[src/rtl/featuremap_conv2d_accum_param.sv]
// featuremap_conv2d_accum_param
// Channel-accumulation stage: pops CHANNELS show-ahead FIFOs together, sums the
// samples in a pipelined signed adder tree, adds BIAS, saturates to DATA_WIDTH
// and streams one pixel per cycle with backpressure and end-of-frame marking.
// Optional build macro: FEATUREMAP_RELU_EN (clamp negative results to zero).
module featuremap_conv2d_accum_param #(
    parameter int DATA_WIDTH = 16,
    parameter int FRAC_BITS  = 8,
    parameter int CHANNELS   = 8,
    parameter logic signed [DATA_WIDTH-1:0] BIAS = '0,
    parameter int WIDTH      = 112,
    parameter int HEIGHT     = 112
) (
    input  logic                           clk,
    input  logic                           rst,
    input  logic [CHANNELS*DATA_WIDTH-1:0] data_in,
    input  logic [CHANNELS-1:0]            fifo_empty,
    output logic                           rdreq,
    input  logic                           ready_in,
    output logic                           valid_out,
    output logic [DATA_WIDTH-1:0]          data_out,
    output logic                           last_out
);

    localparam int LEVELS    = $clog2(CHANNELS);
    localparam int ACC_WIDTH = DATA_WIDTH + LEVELS + 1;
    localparam int NPAD      = 1 << LEVELS;
    // vld_pipe[0] = stage 0, vld_pipe[LEVELS] = tree root, vld_pipe[STAGES] = output
    localparam int STAGES    = LEVELS + 1;
    localparam int CW        = (WIDTH  > 1) ? $clog2(WIDTH)  : 1;
    localparam int RW        = (HEIGHT > 1) ? $clog2(HEIGHT) : 1;

    localparam logic signed [ACC_WIDTH-1:0] SAT_MAX =
        {{(ACC_WIDTH-DATA_WIDTH+1){1'b0}}, {(DATA_WIDTH-1){1'b1}}};
    localparam logic signed [ACC_WIDTH-1:0] SAT_MIN =
        {{(ACC_WIDTH-DATA_WIDTH+1){1'b1}}, {(DATA_WIDTH-1){1'b0}}};

    // The Q format only matters to the producer/consumer; reject nonsense configs.
    if (CHANNELS < 1 || FRAC_BITS < 0 || FRAC_BITS >= DATA_WIDTH) begin : g_cfg_check
        $error("featuremap_conv2d_accum_param: bad CHANNELS/FRAC_BITS");
    end

    logic                          advance;
    logic                          accept;
    logic                          hs;
    logic [STAGES:0]               vld_pipe;
    // Level 0 holds the sign-extended inputs (zero padded to a power of two);
    // level k holds NPAD>>k partial sums, the upper entries are never read.
    logic signed [ACC_WIDTH-1:0]   tree [0:LEVELS][0:NPAD-1];
    logic signed [ACC_WIDTH-1:0]   biased;
    logic [DATA_WIDTH-1:0]         sat_val;
    logic [CW-1:0]                 col, col_inc, pos_col;
    logic [RW-1:0]                 row, row_inc, pos_row;

    // Single global stall: everything moves only when the output slot frees up.
    assign advance   = ~valid_out | ready_in;
    assign accept    = advance & ~|fifo_empty & ~rst;
    assign rdreq     = accept;
    assign hs        = valid_out & ready_in;
    assign valid_out = vld_pipe[STAGES];

    // Input capture and pairwise adder tree; data registers need no reset.
    always_ff @(posedge clk) begin
        if (advance) begin
            for (int c = 0; c < CHANNELS; c++)
                tree[0][c] <= ACC_WIDTH'($signed(data_in[c*DATA_WIDTH +: DATA_WIDTH]));
            for (int c = CHANNELS; c < NPAD; c++)
                tree[0][c] <= '0;
            for (int k = 1; k <= LEVELS; k++)
                for (int i = 0; i < (NPAD >> k); i++)
                    tree[k][i] <= tree[k-1][2*i] + tree[k-1][2*i+1];
        end
    end

    assign biased = tree[LEVELS][0] + ACC_WIDTH'(BIAS);

    // Clamp the full-precision sum to the output range, then optional ReLU.
    always_comb begin
        sat_val = biased[DATA_WIDTH-1:0];
        if (biased > SAT_MAX)
            sat_val = SAT_MAX[DATA_WIDTH-1:0];
        else if (biased < SAT_MIN)
            sat_val = SAT_MIN[DATA_WIDTH-1:0];
`ifdef FEATUREMAP_RELU_EN
        if (sat_val[DATA_WIDTH-1])
            sat_val = '0;
`endif
    end

    // Frame position of the pixel entering the output register: if the
    // current pixel leaves this cycle, the new one is one step further on.
    always_comb begin
        col_inc = col + 1'b1;
        row_inc = row;
        if (col == CW'(WIDTH-1)) begin
            col_inc = '0;
            row_inc = (row == RW'(HEIGHT-1)) ? '0 : row + 1'b1;
        end
        pos_col = hs ? col_inc : col;
        pos_row = hs ? row_inc : row;
    end

    // Valid shift register, output register and frame counters.
    always_ff @(posedge clk) begin
        if (rst) begin
            vld_pipe <= '0;
            data_out <= '0;
            last_out <= 1'b0;
            col      <= '0;
            row      <= '0;
        end else begin
            if (hs) begin
                col <= col_inc;
                row <= row_inc;
            end
            if (advance) begin
                vld_pipe <= {vld_pipe[STAGES-1:0], accept};
                last_out <= vld_pipe[STAGES-1] & (pos_col == CW'(WIDTH-1))
                                               & (pos_row == RW'(HEIGHT-1));
                if (vld_pipe[STAGES-1])
                    data_out <= sat_val;
            end
        end
    end

endmodule

[config.mk]
export PLATFORM = sky130hd
export DESIGN_NAME = featuremap_conv2d_accum_param
export DESIGN_NICKNAME = d
export VERILOG_FILES = /design/src/rtl/featuremap_conv2d_accum_param.sv
export SDC_FILE = /design/constraint.sdc
export NUM_CORES = 1
export LEC_CHECK = 0
export CAP_MARGIN = 30
export CORE_ASPECT_RATIO = 1.4
export CORE_UTILIZATION = 62
export CTS_BUF_LIST = sky130_fd_sc_hd__clkbuf_16
export CTS_CLUSTER_SIZE = 16
export DETAILED_ROUTE_END_ITERATION = 10
export PLACE_DENSITY = 0.87
export SETUP_SLACK_MARGIN = 0.3
export SYNTH_ARGS = -nofsm -noshare
export SYNTH_HDL_FRONTEND = slang
export SYNTH_SLANG_ARGS = --single-unit
[constraint.sdc]
create_clock -name clk -period 16.63 [get_ports clk]
set_input_delay 3.326 -clock clk [delete_from_list [all_inputs] [get_ports clk]]
set_output_delay 3.326 -clock clk [all_outputs]
set_load 0.05 [all_outputs]
==> flow_summary.toml <==
[logic_synthesis]
synth_seq_cells = 304
synth_area_per_cell_um2 = 12.7
number_of_enable_type_register_cells_in_the_synthesized_netlist = 268
syn_nets = 1460
post_synth_num_cell_types = 68
post-synth-top-area-cell = "sky130_fd_sc_hd__edfxtp_1"
ys_dominant_reg_cell = "sky130_fd_sc_hd__edfxtp_1"
syn-instance-count = 1191
yosysTopAreaCellShare = 0.533
seq_area_frac_synth = 0.580
synth_area_leaders = "sky130_fd_sc_hd__edfxtp_1, sky130_fd_sc_hd__ha_1, sky130_fd_sc_hd__dfxtp_1, sky130_fd_sc_hd__xnor2_1, sky130_fd_sc_hd__a21oi_1"
postSynth.asyncResetShare = 0
synth.yosys.warnings = 0
post_synth_instance_area_um2 = 15100

[routing]
wl_per_cell_um = 16.5
vias = 10100
dr.pass1.iters = 5
postRouteWirelength_um = 28200
drcViolationCount = 0
1st_iter_drt_viols = 662
postRouteAntennaNets = 0
vias_per_instance = 5.92

[die]
floorplan.initialDensity = 0.632
die_h_um = 187
die_w_um = 134
core_area_um2 = 23900
ios = 158
dieArea_um2 = 25000
placementRows = 67

[grt]
largest_net_degree_at_the_start_of_global_routing = 117
grt_pass1_wl_um = 46500
groute.usage.overall = 0.229
grt_antenna_before_repair = 0
grt-ovfl-total = 0
grt_pass1_vias = 10100

[finish]
area_growth_syn_to_layout_pct = 19.2
most-common-layout-cells = "sky130_fd_sc_hd__edfxtp_1, sky130_fd_sc_hd__clkdlybuf4s50_1, sky130_fd_sc_hd__ha_1"
fillers = 1489
multi_input_gate_area_in_the_final_layout_um2 = 6210
diodes = 0
ff_latch_area_um2 = 8770
finalNonFillerCells = 1706
post_route_cells_drive_above_1_share = 0.0595
final_common_cell = "sky130_fd_sc_hd__edfxtp_1"
final_nets = 1643

[timing]
finalMaxSlewViolations = 0
max_freq_mhz = 108
fin_skew_ns = 0.0213
unrepaired_setup_endpoints_after_global_routing = "false"
post-route-min-period_ns = 9.22
setup_total_negative_slack_ns = 0
hold_viol = 0
worst_slew_margin_rel = 0.367
setup_viol = 0
tightestPinTransition_ns = 0.949
finalCritPeriodShare = 0.555

[pwr]
total_power_density_per_cell_area_nw_per_um2 = 141
leakagePower_nw = 7.12
irDropWorstVdd_v = 0.0000908

[clock_network]
cts.path.max_buffers = 3
cts_root_buffer = "sky130_fd_sc_hd__clkbuf_16"
cts_hold_buffers = 0
post_cts.resized_instances = 0
number_of_buffers_created_by_cts = 29
cts_setup_buffers = 0
htreeDepth = 1
cts_num_sinks = 304
cts.reportedPaths.clkPinSlew_ns = 0.06
tritoncts_clock_tree = "yes"
clk_latency_ns = 0.55

[worst_hold_path]
min_path_type = "flip-flop to flip-flop"

[critical_path]
endpoint_kind = "primary output"
timing.setup.critical_path_class = "input port to primary output"
worst-endpoint-arrival_ns = 5.90
startpoint_type = "input port"
worst_ep_required_time_ns = 13.30
crit_path_max_fanout = 116

[placed_design]
place.detailed.instances = 1652
port_buffers = 157
post-dp-hpwl_um = 20700
globalplace.congestion = 0.884

[run_status]
run_status = "complete, no violations"

[flow_run]
number_of_violations_of_the_max_capacitance_limit = 0
final cells by class:
type                       instances  share of cell area
sequential                       304               0.487
multi-input combinational        853               0.345
timing repair buffer             161              0.0901
clock buffer                      29              0.0403
tap                              310              0.0215
clock inverter                    24              0.0108
inverter                          25             0.00563
cells by family (layout without fill, tap and decap cells):
| group | after synthesis | after routing | synth area share |
|---|---|---|---|
| buffers and inverters | 34 | 239 | 0.00878 |
| AO/OA/AOI/OAI | 352 | 352 | 0.150 |
| AND/OR/NAND/NOR | 260 | 260 | 0.0848 |
| adder cells (fa/ha/maj) | 130 | 130 | 0.111 |
| multiplexers | 3 | 3 | 0.00215 |
| flip-flops | 304 | 304 | 0.580 |
| XOR/XNOR | 108 | 108 | 0.0626 |
registers in the layout, indices dropped and copies added (netlist names):
signal    count
col           7
data_out     16
last_out      1
row           7
tree        268
vld_pipe      5
where the power goes:
group | internal, mW | switching [mW]
clock network | 0.363 | 0.270
logic | 0.382 | 0.440
registers | 1.03 | 0.0568
final timing paths:
kind / from / depth (start not counted) / slack, ns / end
worst max-delay path: ready_in / 6 / 7.41 / rdreq
worst min-delay path: data_out[10] / 2 / 0.45 / data_out[10]
worst max register to register: vld_pipe[4] / 7 / 13.65 / data_out[9]
worst min register to register: data_out[10] / 2 / 0.45 / data_out[10]
layer usage:
layer  vias up  share of wire  routed length (µm)  global-route usage
met5         -              0                   0                   0
met4         0          0.031                 879              0.0795
met3        67          0.046                1290              0.0323
met2       301           0.54               15100               0.431
met1      4795           0.39               10900               0.261
li1       4931              -                   -                   -
synth_stat cells, drive strengths merged (3+ instances only):
| library cell | instances |
|---|---|
| a211oi | 7 |
| a21o | 60 |
| a21oi | 123 |
| a221oi | 5 |
| a311o | 4 |
| a31o | 12 |
| a31oi | 8 |
| and2 | 5 |
| and3 | 14 |
| and4 | 3 |
| clkbuf | 7 |
| dfxtp | 36 |
| edfxtp | 268 |
| fa | 7 |
| ha | 123 |
| inv | 24 |
| nand2 | 66 |
| nand2b | 5 |
| nand3 | 16 |
| nand4 | 8 |
| nor2 | 72 |
| nor2b | 6 |
| nor3 | 29 |
| nor3b | 8 |
| nor4 | 11 |
| o211ai | 7 |
| o21a | 17 |
| o21ai | 71 |
| o21bai | 11 |
| o31ai | 7 |
| or2 | 4 |
| or3 | 5 |
| or4 | 4 |
| xnor2 | 76 |
| xor2 | 32 |
stage by stage:
step                      setup slack [ns]   util  power, mW  hold slack [ns]  cell area, µm²
after floorplan                       3.09      -       1.71            0.432           15100
after global placement                7.38  0.714       1.88            0.438           17100
after detailed placement              7.33  0.714       1.91            0.447           17100
after CTS                             7.31  0.753       2.54            0.456           18000
after global routing                  7.18  0.754       2.68            0.472           18000
final                                 7.41  0.754       2.54            0.452           18000
critical path: stages:
cell and delay [ns]:
sky130_fd_sc_hd__clkdlybuf4s50_1 0.55, sky130_fd_sc_hd__nor2_1 0.21, sky130_fd_sc_hd__inv_8 0.50, sky130_fd_sc_hd__nand3_1 0.14, sky130_fd_sc_hd__nor4_1 0.30, sky130_fd_sc_hd__clkdlybuf4s50_1 0.88
Power figures use the tool's default switching activity.
